`config.mk`:
```
export PLATFORM = sky130hd
export DESIGN_NAME = roi_color_voter_flat
export DESIGN_NICKNAME = d
export VERILOG_FILES = /design/src/rtl/color_pkg.sv /design/src/rtl/roi_color_voter_if.sv /design/src/rtl/sat_counter.sv /design/src/rtl/roi_color_voter.sv /design/src/flat_wrapper.sv
export SDC_FILE = /design/constraint.sdc
export NUM_CORES = 1
export LEC_CHECK = 0
export BUFFER_PORTS_ARGS = -buffer_cell sky130_fd_sc_hd__buf_2
export CAP_MARGIN = 20
export CORE_ASPECT_RATIO = 0.9
export CORE_MARGIN = 2
export CORE_UTILIZATION = 41
export DETAILED_ROUTE_END_ITERATION = 16
export PLACE_DENSITY = 0.65
export SETUP_SLACK_MARGIN = 0.2
export SLEW_MARGIN = 10
export SYNTH_ARGS = -nofsm -noshare
export SYNTH_HDL_FRONTEND = slang
export SYNTH_SLANG_ARGS = --single-unit
```
`constraint.sdc`:
```
create_clock -name clk -period 8.95 [get_ports clk]
set_input_delay 1.79 -clock clk [delete_from_list [all_inputs] [get_ports clk]]
set_output_delay 1.79 -clock clk [all_outputs]
set_load 0.005 [all_outputs]
```
`src/rtl/color_pkg.sv`:
```
// color_pkg: colour codes and voter FSM states shared with the overlay and game logic.
package color_pkg;
  typedef enum logic [1:0] {
    COLOR_NONE  = 2'd0,
    COLOR_RED   = 2'd1,
    COLOR_GREEN = 2'd2,
    COLOR_BLUE  = 2'd3
  } color_t;
  typedef enum logic [1:0] {
    ST_ACCUM  = 2'd0,
    ST_SNAP   = 2'd1,
    ST_DECIDE = 2'd2
  } state_t;
endpackage

```
`src/rtl/roi_color_voter_if.sv`:
```
// roi_color_voter_if: pixel stream in, ROI flag and per-frame colour statistics out.
interface roi_color_voter_if #(
  parameter int CNT_W = 14
);
  import color_pkg::*;
  logic [9:0]       x_coord;
  logic [9:0]       y_coord;
  logic             display_enable;
  logic             is_red;
  logic             is_green;
  logic             is_blue;
  logic             in_roi;
  color_t           dominant_color;
  color_t           candidate_color;
  logic             decision_valid;
  logic [CNT_W-1:0] red_count;
  logic [CNT_W-1:0] green_count;
  logic [CNT_W-1:0] blue_count;
  modport master (
    output x_coord, y_coord, display_enable, is_red, is_green, is_blue,
    input  in_roi, dominant_color, candidate_color, decision_valid, red_count, green_count, blue_count
  );
  modport slave (
    input  x_coord, y_coord, display_enable, is_red, is_green, is_blue,
    output in_roi, dominant_color, candidate_color, decision_valid, red_count, green_count, blue_count
  );
endinterface

```
`src/rtl/sat_counter.sv`:
```
// sat_counter: saturating up-counter; a clear still honours a same-cycle increment.
module sat_counter #(
  parameter int W = 8
) (
  input  logic         clk,
  input  logic         reset,
  input  logic         clr,
  input  logic         inc,
  output logic [W-1:0] q
);
  logic [W-1:0] cnt_q, cnt_d;
  always_comb cnt_d = clr ? W'(inc) : (inc && !(&cnt_q)) ? cnt_q + W'(1) : cnt_q;
  always_ff @(posedge clk) cnt_q <= reset ? '0 : cnt_d;
  assign q = cnt_q;
endmodule

```
`src/rtl/roi_color_voter.sv`:
```
// roi_color_voter: counts classified pixels inside the ROI, votes a colour per frame
// and debounces the vote over consecutive frames.
module roi_color_voter
  import color_pkg::*;
#(
  parameter logic [9:0]  ROI_X_START   = 10'd100,
  parameter logic [9:0]  ROI_X_END     = 10'd220,
  parameter logic [9:0]  ROI_Y_START   = 10'd60,
  parameter logic [9:0]  ROI_Y_END     = 10'd180,
  parameter int          CNT_W         = 14,
  parameter int unsigned MIN_PIXELS    = 1000,
  parameter int          STABLE_FRAMES = 3
) (
  input logic              clk,
  input logic              reset,
  roi_color_voter_if.slave bus
);
  state_t           state_q, state_d;
  logic             past_q, past_d, past_prev_q;
  logic             armed_q, armed_d, dv_q, dv_d, eor, clr;
  logic [3:0]       stable_q, stable_d;
  color_t           cand_q, cand_d, dom_q, dom_d, cand_new;
  logic [CNT_W-1:0] snap_r_q, snap_r_d, snap_g_q, snap_g_d, snap_b_q, snap_b_d;
  logic [CNT_W-1:0] live_r, live_g, live_b, mx_rg, mx;
  logic [1:0]       n_max;
  assign bus.in_roi = bus.display_enable &&
                      bus.x_coord >= ROI_X_START && bus.x_coord < ROI_X_END &&
                      bus.y_coord >= ROI_Y_START && bus.y_coord < ROI_Y_END;
  assign past_d = bus.y_coord >= ROI_Y_END;
  assign eor    = past_q && !past_prev_q;
  assign clr    = state_q == ST_SNAP;
  sat_counter #(.W(CNT_W)) u_red (
    .clk(clk), .reset(reset), .clr(clr), .inc(bus.in_roi && bus.is_red), .q(live_r)
  );
  sat_counter #(.W(CNT_W)) u_green (
    .clk(clk), .reset(reset), .clr(clr), .inc(bus.in_roi && !bus.is_red && bus.is_green), .q(live_g)
  );
  sat_counter #(.W(CNT_W)) u_blue (
    .clk(clk), .reset(reset), .clr(clr),
    .inc(bus.in_roi && !bus.is_red && !bus.is_green && bus.is_blue), .q(live_b)
  );
  // A colour wins only if it alone holds the maximum and that maximum clears the threshold.
  always_comb begin
    mx_rg    = snap_r_q > snap_g_q ? snap_r_q : snap_g_q;
    mx       = snap_b_q > mx_rg ? snap_b_q : mx_rg;
    n_max    = 2'(snap_r_q == mx) + 2'(snap_g_q == mx) + 2'(snap_b_q == mx);
    cand_new = (32'(mx) < MIN_PIXELS || n_max > 2'd1) ? COLOR_NONE :
               snap_r_q == mx ? COLOR_RED : snap_g_q == mx ? COLOR_GREEN : COLOR_BLUE;
  end
  always_comb begin
    state_d  = state_q == ST_SNAP ? ST_DECIDE : state_q == ST_DECIDE ? ST_ACCUM : eor ? ST_SNAP : ST_ACCUM;
    armed_d  = armed_q;
    dv_d     = 1'b0;
    cand_d   = cand_q;
    dom_d    = dom_q;
    stable_d = stable_q;
    snap_r_d = (clr && armed_q) ? live_r : snap_r_q;
    snap_g_d = (clr && armed_q) ? live_g : snap_g_q;
    snap_b_d = (clr && armed_q) ? live_b : snap_b_q;
    if (state_q == ST_DECIDE) begin
      armed_d = 1'b1;
      if (armed_q) begin
        dv_d     = 1'b1;
        cand_d   = cand_new;
        stable_d = cand_new != cand_q ? 4'd1 : stable_q == 4'(STABLE_FRAMES) ? stable_q : stable_q + 4'd1;
        dom_d    = stable_d == 4'(STABLE_FRAMES) ? cand_new : dom_q;
      end
    end
  end
  always_ff @(posedge clk) begin
    if (reset) begin
      state_q     <= ST_ACCUM;
      past_q      <= 1'b0;
      past_prev_q <= 1'b0;
      armed_q     <= 1'b0;
      dv_q        <= 1'b0;
      cand_q      <= COLOR_NONE;
      dom_q       <= COLOR_NONE;
      stable_q    <= '0;
      snap_r_q    <= '0;
      snap_g_q    <= '0;
      snap_b_q    <= '0;
    end else begin
      state_q     <= state_d;
      past_q      <= past_d;
      past_prev_q <= past_q;
      armed_q     <= armed_d;
      dv_q        <= dv_d;
      cand_q      <= cand_d;
      dom_q       <= dom_d;
      stable_q    <= stable_d;
      snap_r_q    <= snap_r_d;
      snap_g_q    <= snap_g_d;
      snap_b_q    <= snap_b_d;
    end
  end
  assign bus.dominant_color  = dom_q;
  assign bus.candidate_color = cand_q;
  assign bus.decision_valid  = dv_q;
  assign bus.red_count       = snap_r_q;
  assign bus.green_count     = snap_g_q;
  assign bus.blue_count      = snap_b_q;
endmodule

```
`src/flat_wrapper.sv`:
```
// flat-port wrapper written by rule: the top's interface ports become plain ports
module roi_color_voter_flat import color_pkg::*;
#(
  parameter logic [9:0]  ROI_X_START   = 10'd100,
  parameter logic [9:0]  ROI_X_END     = 10'd220,
  parameter logic [9:0]  ROI_Y_START   = 10'd60,
  parameter logic [9:0]  ROI_Y_END     = 10'd180,
  parameter int          CNT_W         = 14,
  parameter int unsigned MIN_PIXELS    = 1000,
  parameter int          STABLE_FRAMES = 3
)
  (clk, reset, bus_x_coord, bus_y_coord, bus_display_enable, bus_is_red, bus_is_green, bus_is_blue, bus_in_roi, bus_dominant_color, bus_candidate_color, bus_decision_valid, bus_red_count, bus_green_count, bus_blue_count);
  roi_color_voter_if #(.CNT_W(CNT_W)) bus_i ();
  input logic clk;
  input logic reset;
  input wire logic [$bits(bus_i.x_coord)-1:0] bus_x_coord;
  input wire logic [$bits(bus_i.y_coord)-1:0] bus_y_coord;
  input wire logic [$bits(bus_i.display_enable)-1:0] bus_display_enable;
  input wire logic [$bits(bus_i.is_red)-1:0] bus_is_red;
  input wire logic [$bits(bus_i.is_green)-1:0] bus_is_green;
  input wire logic [$bits(bus_i.is_blue)-1:0] bus_is_blue;
  output wire logic [$bits(bus_i.in_roi)-1:0] bus_in_roi;
  output wire logic [$bits(bus_i.dominant_color)-1:0] bus_dominant_color;
  output wire logic [$bits(bus_i.candidate_color)-1:0] bus_candidate_color;
  output wire logic [$bits(bus_i.decision_valid)-1:0] bus_decision_valid;
  output wire logic [$bits(bus_i.red_count)-1:0] bus_red_count;
  output wire logic [$bits(bus_i.green_count)-1:0] bus_green_count;
  output wire logic [$bits(bus_i.blue_count)-1:0] bus_blue_count;
  assign bus_i.x_coord = bus_x_coord;
  assign bus_i.y_coord = bus_y_coord;
  assign bus_i.display_enable = bus_display_enable;
  assign bus_i.is_red = bus_is_red;
  assign bus_i.is_green = bus_is_green;
  assign bus_i.is_blue = bus_is_blue;
  assign bus_in_roi = bus_i.in_roi;
  assign bus_dominant_color = bus_i.dominant_color;
  assign bus_candidate_color = bus_i.candidate_color;
  assign bus_decision_valid = bus_i.decision_valid;
  assign bus_red_count = bus_i.red_count;
  assign bus_green_count = bus_i.green_count;
  assign bus_blue_count = bus_i.blue_count;
  roi_color_voter #(.ROI_X_START(ROI_X_START), .ROI_X_END(ROI_X_END), .ROI_Y_START(ROI_Y_START), .ROI_Y_END(ROI_Y_END), .CNT_W(CNT_W), .MIN_PIXELS(MIN_PIXELS), .STABLE_FRAMES(STABLE_FRAMES)) u_core (.clk(clk), .reset(reset), .bus(bus_i));
endmodule
```
* Word level (Yosys, flattened, before mapping)
Index checks and enable logic that the tools add are counted.
** Word-level totals
- Flip-flop bits (word level) :: 98
- Input bits :: 26
- Output and inout bits :: 48
- Logic and storage cells :: 91
** Cells by class
- Equality and inequality tests :: 8
- Add/subtract/negate cells :: 6
- Muxes and demuxes :: 17
- Order comparisons :: 9
- Reduce and logical (&&, ||, !) cells :: 32
- Bitwise operators :: 1
** Operators by type and width (count)
- adder 14 x 1 -> 14 bit (second input constant) :: 3
- == test 14 bit :: 3
- AND reduction 14 bit :: 3
- greater-than comparator 14 bit :: 2
- two-way mux 14 bit :: 2
- < comparator 10 x 8 -> 1 bit (second input constant) :: 2
- logical AND 1 bit :: 14
- < comparator 14 x 10 -> 1 bit (second input constant) :: 1
- >= comparator 10 x 6 -> 1 bit (second input constant) :: 1
- >= comparator 10 x 7 -> 1 bit (second input constant) :: 1
- >= comparator 10 x 8 -> 1 bit (second input constant) :: 1
- two-way mux 1 bit :: 9
- == test 4 x 2 -> 1 bit (second input constant) :: 2
- two-way mux 2 bit :: 4
- two-way mux 4 bit :: 2
- zero test 1 bit :: 6
- nonzero test 2 bit :: 3
- adder 4 x 1 -> 4 bit (second input constant) :: 1
- OR reduction 2 bit :: 2
- AND reduction 3 bit :: 1
- OR reduction 3 bit :: 1
- adder 1 x 1 -> 2 bit :: 1
- adder 2 x 1 -> 2 bit :: 1
- == test 2 x 1 -> 1 bit (second input constant) :: 1
- 6 further kinds :: 6

* Depth between registers and ports, before layout
Gate-level depths: netlist (run 1).
- Word-level depth :: 14
- Mapped depth :: 24
- Mapped depth without buffers :: 22

* By module
A second synthesis (run 1) with hierarchy kept.
** Second synthesis, totals
- Cell total of the unflattened synthesis :: 784
- Area, all modules :: 6227.2 µm²
** By module, submodules not included
- roi_color_voter :: area each 3967.6 µm², times used 1, seq. area each 1121.1 µm², cells an instance 508
- sat_counter :: area each 753.2 µm², times used 3, seq. area each 280.3 µm², cells an instance 92

* Least setup slack after synthesis (run 1)
No wires, ideal clock.
- Path kind :: reg2reg
- Start point :: register u_core.snap_g_q[5], in the netlist u_core.bus.green_count[5]
- End point :: register u_core.dom_q[0], in the netlist u_core.bus.dominant_color[0]
- Arrival :: 5164 ps
- Path slack :: 3714 ps
- Period minus slack after synthesis :: 5236 ps
- Required time :: 8878 ps
- Path buffers :: 2
- Cell stages (with the launch flop) :: 25
- Setup time :: 72 ps
- Path through :: dfxtp_1 > clkbuf_1 > inv_1 > ha_1 > and4_4 > o21a_2 > o31ai_4 > a31oi_4 > clkbuf_1 > nor2_1 > a21oi_1 > ha_1 > nand4_4 > o21ai_1 > and2_2 > o31ai_2 > a311oi_2 > o22ai_4 > nor2_2 > ha_1 > a31oi_1 > nand2_1 > o21a_1 > o31ai_2 > mux2i_1
** Between the ends
- Cells in the longest elaborated chain, start to end :: 14
- Elaborated cells between the ends (all ways) :: 19
- Those cells by class :: add/sub: 2; order compare: 4; eq/ne: 5; mux: 6; reduce/logical: 2
** RTL lines
- start, declared :: RTL line roi_color_voter.sv:23 : logic [CNT_W-1:0] snap_r_q, snap_r_d, snap_g_q, snap_g_d, snap_b_q, snap_b_d;
- start signal, assigned :: RTL line roi_color_voter.sv:93 : snap_g_q <= snap_g_d;
- greater-than comparator 14 bit :: RTL line roi_color_voter.sv:44 : mx_rg = snap_r_q > snap_g_q ? snap_r_q : snap_g_q;
- two-way mux 14 bit :: RTL line roi_color_voter.sv:44
- greater-than comparator 14 bit :: RTL line roi_color_voter.sv:45 : mx = snap_b_q > mx_rg ? snap_b_q : mx_rg;
- two-way mux 14 bit :: RTL line roi_color_voter.sv:45
- == test 14 bit :: RTL line roi_color_voter.sv:46, roi_color_voter.sv:48
- adder 1 x 1 -> 2 bit :: RTL line roi_color_voter.sv:46 : n_max = 2'(snap_r_q == mx) + 2'(snap_g_q == mx) + 2'(snap_b_q == mx);
- adder 2 x 1 -> 2 bit :: RTL line roi_color_voter.sv:46
- greater-than comparator 2 x 1 -> 1 bit :: RTL line roi_color_voter.sv:47 : cand_new = (32'(mx) < MIN_PIXELS || n_max > 2'd1) ? COLOR_NONE :
- logical OR 1 bit :: RTL line roi_color_voter.sv:47
- two-way mux 2 bit (*) :: RTL line roi_color_voter.sv:47
- inequality test 2 bit :: RTL line roi_color_voter.sv:65 : stable_d = cand_new != cand_q ? 4'd1 : stable_q == 4'(STABLE_FRAMES) ? stable_q : stable_q + 4'd1;
- two-way mux 4 bit :: RTL line roi_color_voter.sv:65
- == test 4 x 2 -> 1 bit :: RTL line roi_color_voter.sv:66 : dom_d = stable_d == 4'(STABLE_FRAMES) ? cand_new : dom_q;
- AND reduction 3 bit (no source line)
- end signal, assigned :: RTL line roi_color_voter.sv:90 : dom_q <= dom_d;
- end, declared :: RTL line roi_color_voter.sv:22 : color_t cand_q, cand_d, dom_q, dom_d, cand_new;
Mark *: on every way between the ends. The rest lies on a longest branch, timed or not.
A chain may end at the register's enable or synchronous reset.

* Worst setup path in the final report (run 1)
- Start point :: register u_core.snap_g_q[9], in the netlist u_core.bus.green_count[9]
- End point :: register u_core.dom_q[0], in the netlist u_core.bus.dominant_color[0]
Same word-level chain as after synthesis.

==> results of run 1 <==
[registers in the layout, indices dropped and copies added (netlist names), 2 cells and up]
signal	cells
u_core.u_blue.q	14
u_core.bus.dominant_color	2
u_core.bus.candidate_color	2
u_core.state_q	2
u_core.u_red.q	14
u_core.u_green.q	14
u_core.bus.red_count	14
u_core.bus.green_count	14
u_core.bus.blue_count	14
u_core.stable_q	4
[layer usage]
metal | routed length [um] | part of all wire
met1 | 8035 | 0.50
met2 | 7091 | 0.44
met3 | 669 | 0.042
met4 | 278 | 0.017
met5 | 0 | 0
[area by class of cell]
cell class	count	area (sq um)	share of cell area
Tap cell	198	247.7	0.03590
Multi-Input combinational cell	593	3941	0.5711
Clock buffer	10	239.0	0.03463
Clock inverter	6	61.31	0.008883
Sequential cell	98	1962	0.2843
Timing Repair Buffer	72	367.9	0.05330
Inverter	22	82.58	0.01197
[logic make-up (layout without fill, tap and decap cells)]
kind of cell             count (synthesis)  count (layout)
AND/OR/NAND/NOR                        318             318
flip-flops                              98              98
adder cells (fa/ha/maj)                 33              33
XOR/XNOR                                83              83
multiplexers                             8               8
AO/OA/AOI/OAI                          151             151
buffers and inverters                   55             110
[path summary, 6_finish.rpt]
path                              from                            to  slack, ns
max          u_core.bus.green_count[9]  u_core.bus.dominant_color[0]       2.59
min                 u_core.past_prev_q             u_core.state_q[0]       0.40
max reg2reg  u_core.bus.green_count[9]  u_core.bus.dominant_color[0]       2.59
min reg2reg         u_core.past_prev_q             u_core.state_q[0]       0.40
[cells in the final DEF, fill, tap and decap left out, types with 7 or more instances in the layout]
cell type / Yosys / routed
inv_1: 22 / 22
nor4_1: 9 / 9
nand3_1: 26 / 26
and3_1: 11 / 11
nor2_1: 59 / 59
nor3_1: 11 / 11
dfxtp_1: 98 / 98
buf_2: 0 / 69
xor2_1: 31 / 31
nor2b_1: 7 / 7
xnor2_1: 52 / 52
o21ai_0: 16 / 16
ha_1: 33 / 33
nand2b_1: 9 / 9
mux2i_1: 7 / 7
a21oi_1: 83 / 83
nand4_1: 22 / 22
nand2_1: 122 / 121
clkbuf_16: 0 / 9
[report_power, final]
| part | internal (W) | switching (W) |
|---|---|---|
| clock network | 0.000203 | 0.000190 |
| logic | 0.00000896 | 0.0000172 |
| registers | 0.000438 | 0.00000197 |
[worst max-delay path, delay by kind of cell (launching register included)]
| family | cells | cell delay (ns) |
|---|---|---|
| multiplexers | 1 | 0.21 |
| adder cells (fa/ha/maj) | 3 | 0.88 |
| AO/OA/AOI/OAI | 10 | 3.61 |
| AND/OR/NAND/NOR | 7 | 0.92 |
| flip-flops | 1 | 0.54 |
| buffers and inverters | 1 | 0.11 |
[through the flow]
stage / util / power [W] / cell area (sq um)
after CTS: 0.4707 / 0.0008694 / 6902
after global routing: 0.4707 / 0.0008907 / 6902
after detailed placement: 0.4502 / 0.0004767 / 6601
after floorplan: - / 0.0004657 / 6128
after global placement: 0.4502 / 0.0004763 / 6601
final: 0.4707 / 0.0008588 / 6902
==> metrics.csv, run 1 <==
stage,metric,value,unit
grt,grt-busiest-layer,met2,
place,place_congestion,0.8260,
timing,finalCriticalPeriod,6.356,ns
grt,use_met1,0.2938,
cts,cts-resized-gates,0,
timing,fmax,0.1573,GHz
timing,slew_headroom,0.4457,
cts,numCtsBuffers,9,
finish,antenna_cells,0,
finish,nFillCells,1463,
floorplan,core-area,14660,sq um
logic_synthesis,yosys-top-cells-area,"dfxtp_1 32%, nand2_1 7.5%, xnor2_1 7.4%",
logic_synthesis,synth_xor_area_frac,0.1186,
grt,antenna_found_initial,0,
min_path,holdPathStages,1,
route,viasPerCell,5.364,
setup_path,path_common_cell,ha_1,
logic_synthesis,synth_ff_type,dfxtp_1,
timing,finalSetupViolCount,0,
logic_synthesis,yosysMostFrequentCell,nand2_1,
setup_path,critPathLaunchType,flip-flop,
cts,post_cts_buffers,0,
logic_synthesis,synth_edf_count,0,
pwr,vdd_drop_max,0.08867,mV
logic_synthesis,ys_types,79,
route,drc_errors,0,
route,drtIter0Drc,333,
setup_path,critPathSlowestCell,a31oi_4,
cts,cts_sinks,98,
logic_synthesis,synth_area,6128,sq um
grt,gr-total-overflow,0,
logic_synthesis,synth_top_cell_by_area,dfxtp_1,
setup_path,arrival,6.66,ns
setup_path,cp_max_fo,28,
setup_path,endpoint_kind,flip-flop,
timing,worst_pin_slew,0.8285,ns
floorplan,rows,42,
route,vias,5359,
pwr,leakage,2.616,nW
cts,cts_tree,built,
logic_synthesis,synth_commonest_cells,"122 x nand2_1, 98 x dfxtp_1, 83 x a21oi_1",
setup_path,cp_slowest_stage_delay,0.71,ns
logic_synthesis,synth-seq-cells,98,
cts,clock_latency,0.36,ns
grt,grt_usage,0.2079,
status,status,"finished, final reports clean",
route,drt_pass1_iterations,5,
grt,grtUsageMet3,0.03760,
min_path,min-delay-path-class,reg2reg,
timing,final_max_slew_viol_count,0,
logic_synthesis,syn-num-nets,805,
logic_synthesis,synth_top_area_share,0.3201,
timing,hold_violations,0,
setup_path,rr_worst_depth,22,
place,placed_cells_incl_taps,983,
route,wl_per_cell,16.09,um
grt,grt_pass1_wl,26180,um
grt,grt_start_max_net_pins,63,
cts,htreeDepth,3,
timing,rsz0062_at_grt,false,
setup_path,cp.required,9.25,ns
timing,fin_ws,2.594,ns
logic_synthesis,synthAdderAreaFrac,0.06737,
setup_path,critical_path_class,reg2reg,
logic_synthesis,yosys.area_share.simple,0.2699,
route,routed_wl,16070,um
place,pre_cts_ws,2.778,ns
route,final_antenna_net_count,0,
floorplan,dieArea,15940,sq um
grt,grtUsageMet2,0.3212,
timing,final.period_utilization,0.7102,
cts,postCtsHoldBufs,0,
logic_synthesis,avgSynthCellArea,8.215,sq um
finish,area_growth,12.62,%
finish,fin_cells,999,
cts,clock_path_buffers,2,
place,dpl.hpwl,11830,um
timing,hold_slack,0.4003,ns
timing,finClkSkew,0.01038,ns
cts,clk_pin_slew_worst_paths,0.08,ns
run,drv_cap,0,
floorplan,start_util,0.4180,
logic_synthesis,ys_seq_area_frac,0.3201,
pwr,powerDensity,124.4,nW/um^2
setup_path,worstPathCellList,inv_1 -> ha_1 -> nand2_1 -> o21ai_0 -> nand2b_1 -> a31oi_4 -> nor2_1 -> a21oi_1 -> ha_1 -> nand4_4 -> o21ai_1 -> and2_2 -> o31ai_2 -> a311oi_2 -> o22ai_4 -> nor2_2 -> ha_1 -> a31oi_1 -> nand2_1 -> o21a_1 -> o31ai_2 -> mux2i_1,
finish,layout.nets,855,
cts,cts_root_buf,clkbuf_16,
timing,fin_tns_setup,0,ns
logic_synthesis,syn_inst,746,
place,port_buffers,69,
floorplan,ioPinCount,74,
logic_synthesis,synthMuxAreaShare,0.01327,
logic_synthesis,synth_compound_area_frac,0.1735,
finish,drive_above_1_share,0.1573,
logic_synthesis,ys_async_sr_fraction,0,
floorplan,die_w,132.9,um
floorplan,die_height,120.0,um
logic_synthesis,synth_top_family_by_area,simple AND/OR/NAND/NOR gates,
grt,grt_pass1_vias,4904,
logic_synthesis,yosysWarnings,0,
Note: power is estimated with default switching activity, not from simulation.
==> run 2: changes to the inputs <==
--- a/config.mk
+++ b/config.mk
@@ -5,13 +5,14 @@
 export SDC_FILE = /design/constraint.sdc
 export NUM_CORES = 1
 export LEC_CHECK = 0
+export ABC_AREA = 1
 export BUFFER_PORTS_ARGS = -buffer_cell sky130_fd_sc_hd__buf_2
 export CAP_MARGIN = 20
 export CORE_ASPECT_RATIO = 0.9
 export CORE_MARGIN = 2
 export CORE_UTILIZATION = 41
 export DETAILED_ROUTE_END_ITERATION = 16
-export PLACE_DENSITY = 0.65
+export PLACE_DENSITY = 0.67
 export SETUP_SLACK_MARGIN = 0.2
 export SLEW_MARGIN = 10
 export SYNTH_ARGS = -nofsm -noshare
==> constraint.sdc (replaced) <==
create_clock -name clk -period 5.6 [get_ports clk]
set_input_delay 1.12 -clock clk [delete_from_list [all_inputs] [get_ports clk]]
set_output_delay 1.12 -clock clk [all_outputs]
set_load 0.005 [all_outputs]
==> run 2 against run 1 <==
  * Synthesized cell count is 32% higher
  * Critical path depth rose by 13
  * Largest cell class unchanged
  * Critical endpoint is now u_core.stable_q[1]
  * Combinational power grew to 56 times the previous value
  * Count of clock-buffer cells in the layout unchanged
  * Die area grew 4.6%
  * Sequential cell count is the same
  * Critical path type unchanged
  * Design area grew 11%
==> metrics.csv, run 2 <==
stage,metric,value,unit,change
place,port_buffers,69,,unchanged
logic_synthesis,syn_inst,985,,+32%
finish,layout_commonest_cell,nand2_1,,
setup_path,cp.required,5.85,ns,-3.40 ns
finish,multi_input_area,3998,sq um,+1.4%
logic_synthesis,synth-seq-cells,98,,unchanged
pwr,vdd_drop_max,0.1944,mV,+120%
timing,hold_violations,0,,unchanged
grt,gr-total-overflow,0,,unchanged
logic_synthesis,synth_xor_area_frac,0.01773,,-0.1009
logic_synthesis,synth_top_area_share,0.3055,,-0.01466
setup_path,arrival,5.33,ns,-1.33 ns
grt,grt_usage,0.2220,,+0.01405
cts,clk_pin_slew_worst_paths,0.07,ns,about the same
finish,fin_cells,1276,,+28%
timing,final_max_slew_viol_count,0,,unchanged
logic_synthesis,synth_area,6422,sq um,+4.8%
route,viasPerCell,5.277,,-1.6%
route,drt_pass1_iterations,7,,+2
route,vias,6734,,+26%
logic_synthesis,synth_ff_type,dfxtp_1,,
cts,htreeDepth,3,,unchanged
min_path,holdPathStages,1,,unchanged
finish,fin_area,7631,sq um,+11%
grt,grt_pass1_vias,5789,,+18%
timing,finalSetupViolCount,0,,unchanged
timing,fin_ws,0.5194,ns,-2.074 ns
logic_synthesis,synth_commonest_cells,"234 x nand2_1, 118 x nand3_1, 117 x inv_1",,
setup_path,cp_max_fo,16,,-43%
logic_synthesis,syn-num-nets,1044,,+30%
place,placed_area,7079,sq um,+7.2%
min_path,min-delay-path-class,reg2reg,,
finish,utilization,0.4959,,+0.02520
setup_path,critical_path_class,reg2reg,,
setup_path,path_common_cell,nand2_1,,
floorplan,die_w,135.9,um,+2.3%
place,place_congestion,0.8948,,+8.3%
run,drv_cap,0,,unchanged
logic_synthesis,synthAdderAreaFrac,0.06429,,-0.003085
finish,nFillCells,1579,,+7.9%
logic_synthesis,synthMuxAreaShare,0.001559,,-0.01171
grt,grt_start_max_net_pins,51,,-19%
logic_synthesis,synth_edf_count,0,,unchanged
pwr,leakage,3.506,nW,+34%
logic_synthesis,synth_compound_area_frac,0.1393,,-0.03425
route,drtIter0Drc,595,,+79%
cts,clock_latency,0.36,ns,about the same
logic_synthesis,ys_async_sr_fraction,0,,unchanged
cts,cts_sinks,98,,unchanged
logic_synthesis,yosys.area_share.simple,0.3778,,+0.1078
logic_synthesis,synth_top_cell_by_area,dfxtp_1,,
finish,layout.nets,1128,,+32%
grt,grt_pass1_wl,29120,um,+11%
place,dpl.hpwl,13770,um,+16%
timing,worst_pin_slew,0.6980,ns,-0.1305 ns
timing,final.period_utilization,0.9072,,+0.1971
setup_path,rr_worst_depth,35,,+59%
timing,rsz0062_at_grt,false,,
floorplan,core-area,15390,sq um,+4.9%
logic_synthesis,ys_types,45,,-43%
cts,numCtsBuffers,9,,unchanged
setup_path,r2r-start,u_core.bus.green_count[8],,
floorplan,dieArea,16680,sq um,+4.6%
finish,area_growth,18.82,%,
finish,drive_above_1_share,0.1834,,+0.02612
min_path,hold_path_end,u_core.state_q[0],,
timing,finalCriticalPeriod,5.081,ns,-1.276 ns
place,pre_cts_ws,0.2587,ns,-2.519 ns
logic_synthesis,yosysMostFrequentCell,nand2_1,,
timing,fin_tns_setup,0,ns,unchanged
route,drc_errors,0,,unchanged
floorplan,ioPinCount,74,,unchanged
logic_synthesis,yosys-top-cells-area,"dfxtp_1 31%, nand2_1 14%, nand3_1 9.2%",,
finish,layout_common_cells,"229 x nand2_1, 115 x nand3_1, 114 x inv_1",,
logic_synthesis,synth_top_family_by_area,simple AND/OR/NAND/NOR gates,,
route,routed_wl,18460,um,+15%
grt,antenna_found_initial,0,,unchanged
cts,cts_tree,built,,
floorplan,die_height,122.7,um,+2.3%
logic_synthesis,avgSynthCellArea,6.520,sq um,-21%
status,status,"finished, final reports clean",,
route,final_antenna_net_count,0,,unchanged
logic_synthesis,yosysWarnings,0,,unchanged
logic_synthesis,ys_seq_area_frac,0.3055,,-0.01466
floorplan,start_util,0.4174,,-0.0006045
setup_path,critPathSlowestCell,dfxtp_2,,
setup_path,endpoint_kind,flip-flop,,
route,wl_per_cell,14.47,um,-10%
place,placed_cells_incl_taps,1251,,+27%
timing,finClkSkew,0.006382,ns,-0.003997 ns
cts,clock_path_buffers,2,,unchanged
setup_path,critPathLaunchType,flip-flop,,
timing,slew_headroom,0.5329,,+0.08722
min_path,hp-start,u_core.past_prev_q,,
floorplan,rows,43,,+2.4%
setup_path,cp_slowest_stage_delay,0.37,ns,-0.34 ns
setup_path,reg2reg_to,u_core.stable_q[1],,
finish,seqCellArea,1981,sq um,+0.96%
timing,fmax,0.1968,GHz,+25%
pwr,powerDensity,369.3,nW/um^2,+200%
setup_path,reg2reg_setup_slack,0.52,ns,-2.07 ns
finish,antenna_cells,0,,unchanged
cts,cts_root_buf,clkbuf_16,,
-- run 2: cells by family after synthesis --
family | count (synthesis)
muxes | 1
adders and majority gates | 33
and+or+nand+nor | 523
xor gates and xnor gates | 13
DFF | 98
buffers and inverters | 150
AOI/OAI and AO/OA | 167
-- run 2: worst max-delay path by stage --
stage,from,endpoint,slack (ns)
final,u_core.bus.green_count[8],u_core.stable_q[1],0.52
after global routing,u_core.bus.green_count[8],u_core.bus.dominant_color[0],0.19
after CTS,u_core.bus.green_count[9],u_core.bus.dominant_color[0],0.24
after detailed placement,u_core.bus.green_count[9],u_core.bus.dominant_color[0],0.26
after global placement,u_core.bus.green_count[9],u_core.stable_q[0],0.32
after floorplan,u_core.bus.green_count[4],u_core.bus.dominant_color[0],1.18
-- run 2: critical path: cells and delay by family, from the launching register on --
kind            cells  cell delay, ns
simple gates       23            2.76
fa+ha+maj           3            0.80
buf+inv             5            0.57
flops               1            0.37
compound gates      3            0.37
xor+xnor            1            0.09
-- run 2: report_power, final --
part / internal [W] / switching (W)
Combinational: 0.000507 / 0.000949
Clock: 0.000364 / 0.000291
Sequential: 0.000701 / 0.00000618
-- run 2: layout make-up --
cell class                 count  share of cell area
tap                          202             0.03312
clock buffer                  10             0.03132
sequential                    98              0.2596
inverter                     121             0.06017
timing repair buffer         101             0.08264
multi-input combinational    738              0.5239
clock inverter                 6            0.009346
-- run 2: per-stage QoR --
stage	power [W]	hold WS, ns
floorplan	0.001715	0.3808
finish	0.002818	0.4018
detailed placement	0.002040	0.3931
global placement	0.002036	0.3846
CTS	0.002698	0.4033
global route	0.003019	0.4138
-- run 2: repair_timing --
item,4_1_cts,5_1_grt
resized for setup,0,45
buffers inserted,0,8
endpoints found under the setup margin,0,8
hold buffers,0,0
-- run 2: metal layers --
| layer | vias up | GRT usage | wire, um |
|---|---|---|---|
| met5 | - | 0 | 0 |
| met4 | 0 | 0.06706 | 345 |
| met3 | 23 | 0.05039 | 1170 |
| met2 | 236 | 0.3425 | 8070 |
| met1 | 3038 | 0.3092 | 8873 |
| li1 | 3437 | - | - |
